===== config.mk =====
export PLATFORM = sky130hd
export DESIGN_NAME = mux2x1_8bits
export DESIGN_NICKNAME = d
export VERILOG_FILES = /design/src/rtl/mux2x1_8bits.sv
export SDC_FILE = /design/constraint.sdc
export NUM_CORES = 1
export LEC_CHECK = 0
export BUFFER_PORTS_ARGS = -buffer_cell sky130_fd_sc_hd__buf_2
export CAP_MARGIN = 20
export CORE_UTILIZATION = 46
export CTS_CLUSTER_DIAMETER = 60
export DETAILED_ROUTE_END_ITERATION = 16
export PLACE_DENSITY_LB_ADDON = 0.3
export SYNTH_ARGS = -nofsm -noshare
export SYNTH_HDL_FRONTEND = slang
export SYNTH_SLANG_ARGS = --single-unit

===== constraint.sdc =====
create_clock -name clk_4f -period 3.3 [get_ports clk_4f]
set_input_delay 0.66 -clock clk_4f [delete_from_list [all_inputs] [get_ports clk_4f]]
set_output_delay 0.66 -clock clk_4f [all_outputs]
set_load 0.05 [all_outputs]

===== src/rtl/mux2x1_8bits.sv =====
`default_nettype none
// ============================================================================
// Module   : mux2x1_8bits
// Brief    : Two-lane to one-lane serializer for the 8-bit data path. A pair
//            {lane 00, lane 11} is taken once every two clocks and emitted on
//            a single lane, lane 00 first. Pair alignment is owned here and
//            exported upstream through pair_take.
// Revision : 1.0 - initial release
// ============================================================================
module mux2x1_8bits #(
    parameter int IDLE_PAIRS = 4
) (
    input  logic       clk_4f,
    input  logic       reset_L,
    input  logic [7:0] data_00,
    input  logic       valid_00,
    input  logic [7:0] data_11,
    input  logic       valid_11,
    output logic       pair_take,
    output logic [7:0] data_000_cond,
    output logic       valid_000_cond,
    output logic       synced
);

    localparam int CNT_W = $clog2(IDLE_PAIRS + 1);
    localparam logic [CNT_W-1:0] IDLE_MAX = CNT_W'(IDLE_PAIRS);

    typedef enum logic [0:0] {
        ST_IDLE = 1'b0,
        ST_RUN  = 1'b1
    } state_t;

    state_t           state, state_nx;
    logic             p, p_nx;
    logic [CNT_W-1:0] idle_cnt, idle_cnt_nx;
    logic [8:0]       hold_11, hold_11_nx;
    logic [8:0]       out_word, out_word_nx;

    // Lanes with valid=0 are forced to data 0 so idle words are always 00/0.
    logic [8:0] lane_00;
    logic [8:0] lane_11;
    logic       any_valid;

    assign lane_00   = {(valid_00 ? data_00 : 8'h00), valid_00};
    assign lane_11   = {(valid_11 ? data_11 : 8'h00), valid_11};
    assign any_valid = valid_00 | valid_11;

    // In IDLE every edge may capture; in RUN only the even phase captures.
    assign pair_take = (state == ST_IDLE) | (p == 1'b0);

    assign data_000_cond  = out_word[8:1];
    assign valid_000_cond = out_word[0];

    // State register with asynchronous clear; reset also drops any held lane 11.
    always_ff @(posedge clk_4f or negedge reset_L) begin
        if (!reset_L) begin
            state    <= ST_IDLE;
            p        <= 1'b0;
            idle_cnt <= '0;
            hold_11  <= '0;
            out_word <= '0;
            synced   <= 1'b0;
        end else begin
            state    <= state_nx;
            p        <= p_nx;
            idle_cnt <= idle_cnt_nx;
            hold_11  <= hold_11_nx;
            out_word <= out_word_nx;
            synced   <= (state_nx == ST_RUN);
        end
    end

    // Next-state, capture/serialize and idle-pair detection.
    always_comb begin
        state_nx    = state;
        p_nx        = p;
        idle_cnt_nx = idle_cnt;
        hold_11_nx  = hold_11;
        out_word_nx = out_word;

        case (state)
            ST_IDLE: begin
                if (any_valid) begin
                    // First active pair fixes the phase.
                    out_word_nx = lane_00;
                    hold_11_nx  = lane_11;
                    p_nx        = 1'b1;
                    idle_cnt_nx = '0;
                    state_nx    = ST_RUN;
                end else begin
                    out_word_nx = '0;
                    p_nx        = 1'b0;
                end
            end
            ST_RUN: begin
                if (!p) begin
                    out_word_nx = lane_00;
                    hold_11_nx  = lane_11;
                    p_nx        = 1'b1;
                    idle_cnt_nx = any_valid ? '0 : idle_cnt + CNT_W'(1);
                end else begin
                    // Lane 11 slot; the last idle pair still finishes here.
                    out_word_nx = hold_11;
                    p_nx        = 1'b0;
                    if (idle_cnt == IDLE_MAX) begin
                        state_nx    = ST_IDLE;
                        idle_cnt_nx = '0;
                    end
                end
            end
            default: begin
                state_nx    = ST_IDLE;
                p_nx        = 1'b0;
                idle_cnt_nx = '0;
                out_word_nx = '0;
            end
        endcase
    end

endmodule
`default_nettype wire


[After elaboration in Yosys (flattened, before gate mapping)]
Index checks and enable logic that the tools add are counted.
Word-level totals
  output and inout port bits: 11
  memory bits (read-only): 0
  word-level logic and storage cells: 35
  memories: 0
  flip-flop bits (word level): 23
  bits in latches: 0
  RAM bits: 0
  input port bits: 20
Operators by class
  div/mod/pow operators: 0
  shift operators: 0
  bitwise logic cells: 4
  reductions and logical operators: 2
  magnitude comparators: 0
  muxes and demuxes: 19
  eq/ne operators: 4
  multiply operators: 0
  $add $sub $neg: 1
Operators with widths (count)
  $mux 9: 4
  $pmux 9 s2: 2
  $mux 8: 2
  $mux 3: 4
  $pmux 3 s2: 1
  $mux 1: 4
  $ne 2x2->1 const B: 2
  $pmux 1 s2: 2
  $reduce_and 2->1: 2
  $add 3x1->3 const B: 1
  $eq 3x3->1 const B: 1
  $ne 3x2->1 const B: 1
  $not 1->1: 2
  $or 1x1->1: 2

[Logic depth before layout (Yosys ltp)]
  depth after elaboration: 4
  mapped depth: 5

[Worst setup path before layout]
No wires, ideal clock.
  path type: reg2out
  start: reg state
  end: out pair_take
  cell stages (with the launch flop): 4
  slack: 1361 ps
  arrival: 1279 ps
  path buffers: 1
  cells stage by stage: dfrtp_1 and2_2 inv_2 buf_2
Between the ends
  longest elaborated chain between the ends: 2
RTL lines
  from (decl): line 33  | state_t state, state_nx;
  from (signal assigned): line 64  | state <= state_nx;
  $not 1->1
  $or 1x1->1: line 49  | assign pair_take = (state == ST_IDLE) | (p == 1'b0);
  to (decl): line 19  | output logic pair_take,
Every way passes these cells.

[Worst setup path after layout]
Ends and elaborated chain as after synthesis.

==> results_dict.tcl <==
set metrics [dict create \
    die_h_um 47.1 \
    gp_routability_congestion 0.762 \
    vias 695 \
    cts_num_sinks 23 \
    unrepaired_setup_endpoints_after_global_routing "no" \
    floorplan.die_area_um2 2220 \
    syn2layout_area_growth_pct 19.5 \
    grt_overflow_total 0 \
    number_of_library_cell_types_mapped_by_synthesis 21 \
    drt_pre_antenna_iters 4 \
    yosys_warnings 0 \
    synth-seq-cells 23 \
    setup.worst_path.start_class "flop" \
    critical_path.startpoint "state" \
    syn-num-nets 109 \
    power-per-cell-area_nw_per_um2 537 \
    report.power.total_mw 0.601 \
    cts_tree "built" \
    setup.worst_path.class "reg -> out" \
    numPlacedInstances 138 \
    status "finished, final reports clean" \
    post_cts_clock_slew_at_the_launch_and_capture_registers_of_the_worst_setup_and_hold_paths_ps 110 \
    rr_worst_depth 4 \
    syn-instance-count 87 \
    post_cts_hold_buffer_count 0 \
    rows 15 \
    critical_path.endpoint_type "output pin" \
    max_freq_mhz 456 \
    hold_viol_final 0 \
    dp_hpwl_um 1280 \
    fin_tns_setup_ps 0 \
    report.final.setup_viol 0 \
    final.min_clock_period_ps 2190 \
    clk_root_buffer_cell "clkbuf_4" \
    drv_slew 0 \
    worst_clock_skew_ps 0.344 \
    arrival_ps 1530 \
    ctsLongestPathBuffers 2 \
    design.portCount 31 \
    finish.net_count 140 \
    cts.repair_timing.setup_buffer_count 0 \
    route.antenna.remaining_nets 0 \
    fp.dieW_um 47.1 \
    antennaDiodeCount 0 \
    synth-seq-area-share_pct 61.4 \
    max_cap_viol_count 0 \
    maximum_number_of_pins_on_one_net_before_global_route_repair 24 \
    power.static_leakage_nw 0.605 \
    tightest_slew_ps 483 \
    final_min_period_over_clock_period_pct 66.4 \
    drcViolationCount 0 \
    final_cells 142 \
    fin_util_pct 61.5 \
    clkLatencyLatePin_ps 290 \
    cts_inserted_buffers 3 \
    cp.required_ps 2640 \
    power.ir.vdd_worst_uv 328 \
    track_usage_pct 17.9 \
    grt_pass1_wl_um 2660 \
    place.port_buffers 30 \
    library_cell_occupying_the_most_area_in_the_post_synthesis_netlist "dfrtp_1" \
    area_of_the_core_um2 1820 \
    avgSynthCellArea_um2 10.8 \
    postCtsResizedCells 0 \
    yosys-top-cells-area "dfrtp_1 (61%), a22o_1 (8.4%), nand2_1 (8.4%), nand3_1 (4.8%), ha_1 (2.7%)" \
    netlist_area_um2 937 \
    crit_path_max_fanout 13 \
    antenna_found_initial 0 \
    wl_per_cell_um 11.8 \
    via_per_inst 4.89 \
    clock_tree.htree_level_count 1 \
    whs_ps 306 \
    slew_limit_headroom_pct 67.8 \
    rr_startpoint "state" \
    initial_core_utilization_pct 51.5 \
    synth.top_cell.area_share_pct 61.4 \
    drt_wl_total_um 1680 \
    grt_pass1_vias 600 \
    min-delay-path-class "in -> async" \
    first_iter_violations 13 \
    layout-drive-gt1-share_pct 31.6 \
]
layer usage:
metal / wire (µm) / GRT usage [%] / share of wire, % / vias up
met3: 80 / 3.85 / 4.8 / 4
met5: 0 / 0 / 0 / -
met2: 733 / 26.4 / 44 / 24
met1: 834 / 25.1 / 50 / 312
met4: 29 / 8.57 / 1.7 / 0
li1: - / - / - / 355
path summary, 6_finish.rpt:
path	endpoint	slack [ps]
worst max-delay path	pair_take	1110
worst min register to register	hold_11[0]	490
min in group clk_4f	hold_11[0]	490
worst max register to register	hold_11[1]	1820
worst min-delay path	idle_cnt[2]	310
max in group asynchronous	hold_11[1]	2670
metrics by stage:
stage                     worst slack (ps)  cell area [µm²]
after floorplan                       1360              937
after global placement                1480             1090
after detailed placement              1460             1090
after CTS                             1110             1120
after global routing                   984             1120
final                                 1110             1120
flip-flops by register name (all words and copies together) (netlist names):
register  flops
hold_11       9
idle_cnt      3
out_word      9
p             1
state         1
kinds of logic after synthesis:
kind of cell	share of synthesized area, %
AO/OA/AOI/OAI	12.0
adder cells (fa/ha/maj)	2.67
buffers and inverters	4.67
flip-flops	61.4
multiplexers	1.07
AND/OR/NAND/NOR	18.2
worst max-delay path: stages, from the launching register on:
cell and delay, ps:
dfrtp_1 450, and2_2 300, inv_2 180, buf_2 300
layout by cell type, fill, tap and decap left out, types with 2 or more instances in the layout:
| master | instances |
|---|---|
| buf_2 | 30 |
| nor3_1 | 2 |
| inv_1 | 4 |
| a22o_1 | 9 |
| nand3_1 | 9 |
| o21ai_0 | 3 |
| nand2_1 | 21 |
| dfrtp_1 | 23 |
| clkbuf_4 | 3 |
| ha_1 | 2 |
cell type report:
class / count / area [µm²]
Sequential cell: 23 / 576
Fill cell: 165 / 701
Timing Repair Buffer: 30 / 150
Inverter: 5 / 18.8
Multi-Input combinational cell: 55 / 318
Clock buffer: 4 / 26.3
Tap cell: 25 / 31.3
cell usage after synthesis:
master / count
nor3_1: 2
nand2_2: 1
and2_4: 1
clkbuf_1: 1
a31oi_1: 1
o21ai_0: 3
inv_1: 4
a21oi_1: 1
dfrtp_1: 23
ha_1: 2
or3_1: 1
nand2_1: 21
nand3_1: 9
buf_6: 1
buf_2: 2
and2_2: 1
mux2i_1: 1
a21o_1: 1
inv_2: 1
a22o_1: 9
nand3b_1: 1
report_power, final:
group	internal [mW]	total (mW)	switching (mW)
clock	0.0470	0.121	0.0743
sequential	0.313	0.327	0.0139
combinational	0.0472	0.153	0.106
total	0.407	0.601	0.194
(Power assumes the default switching activity.)
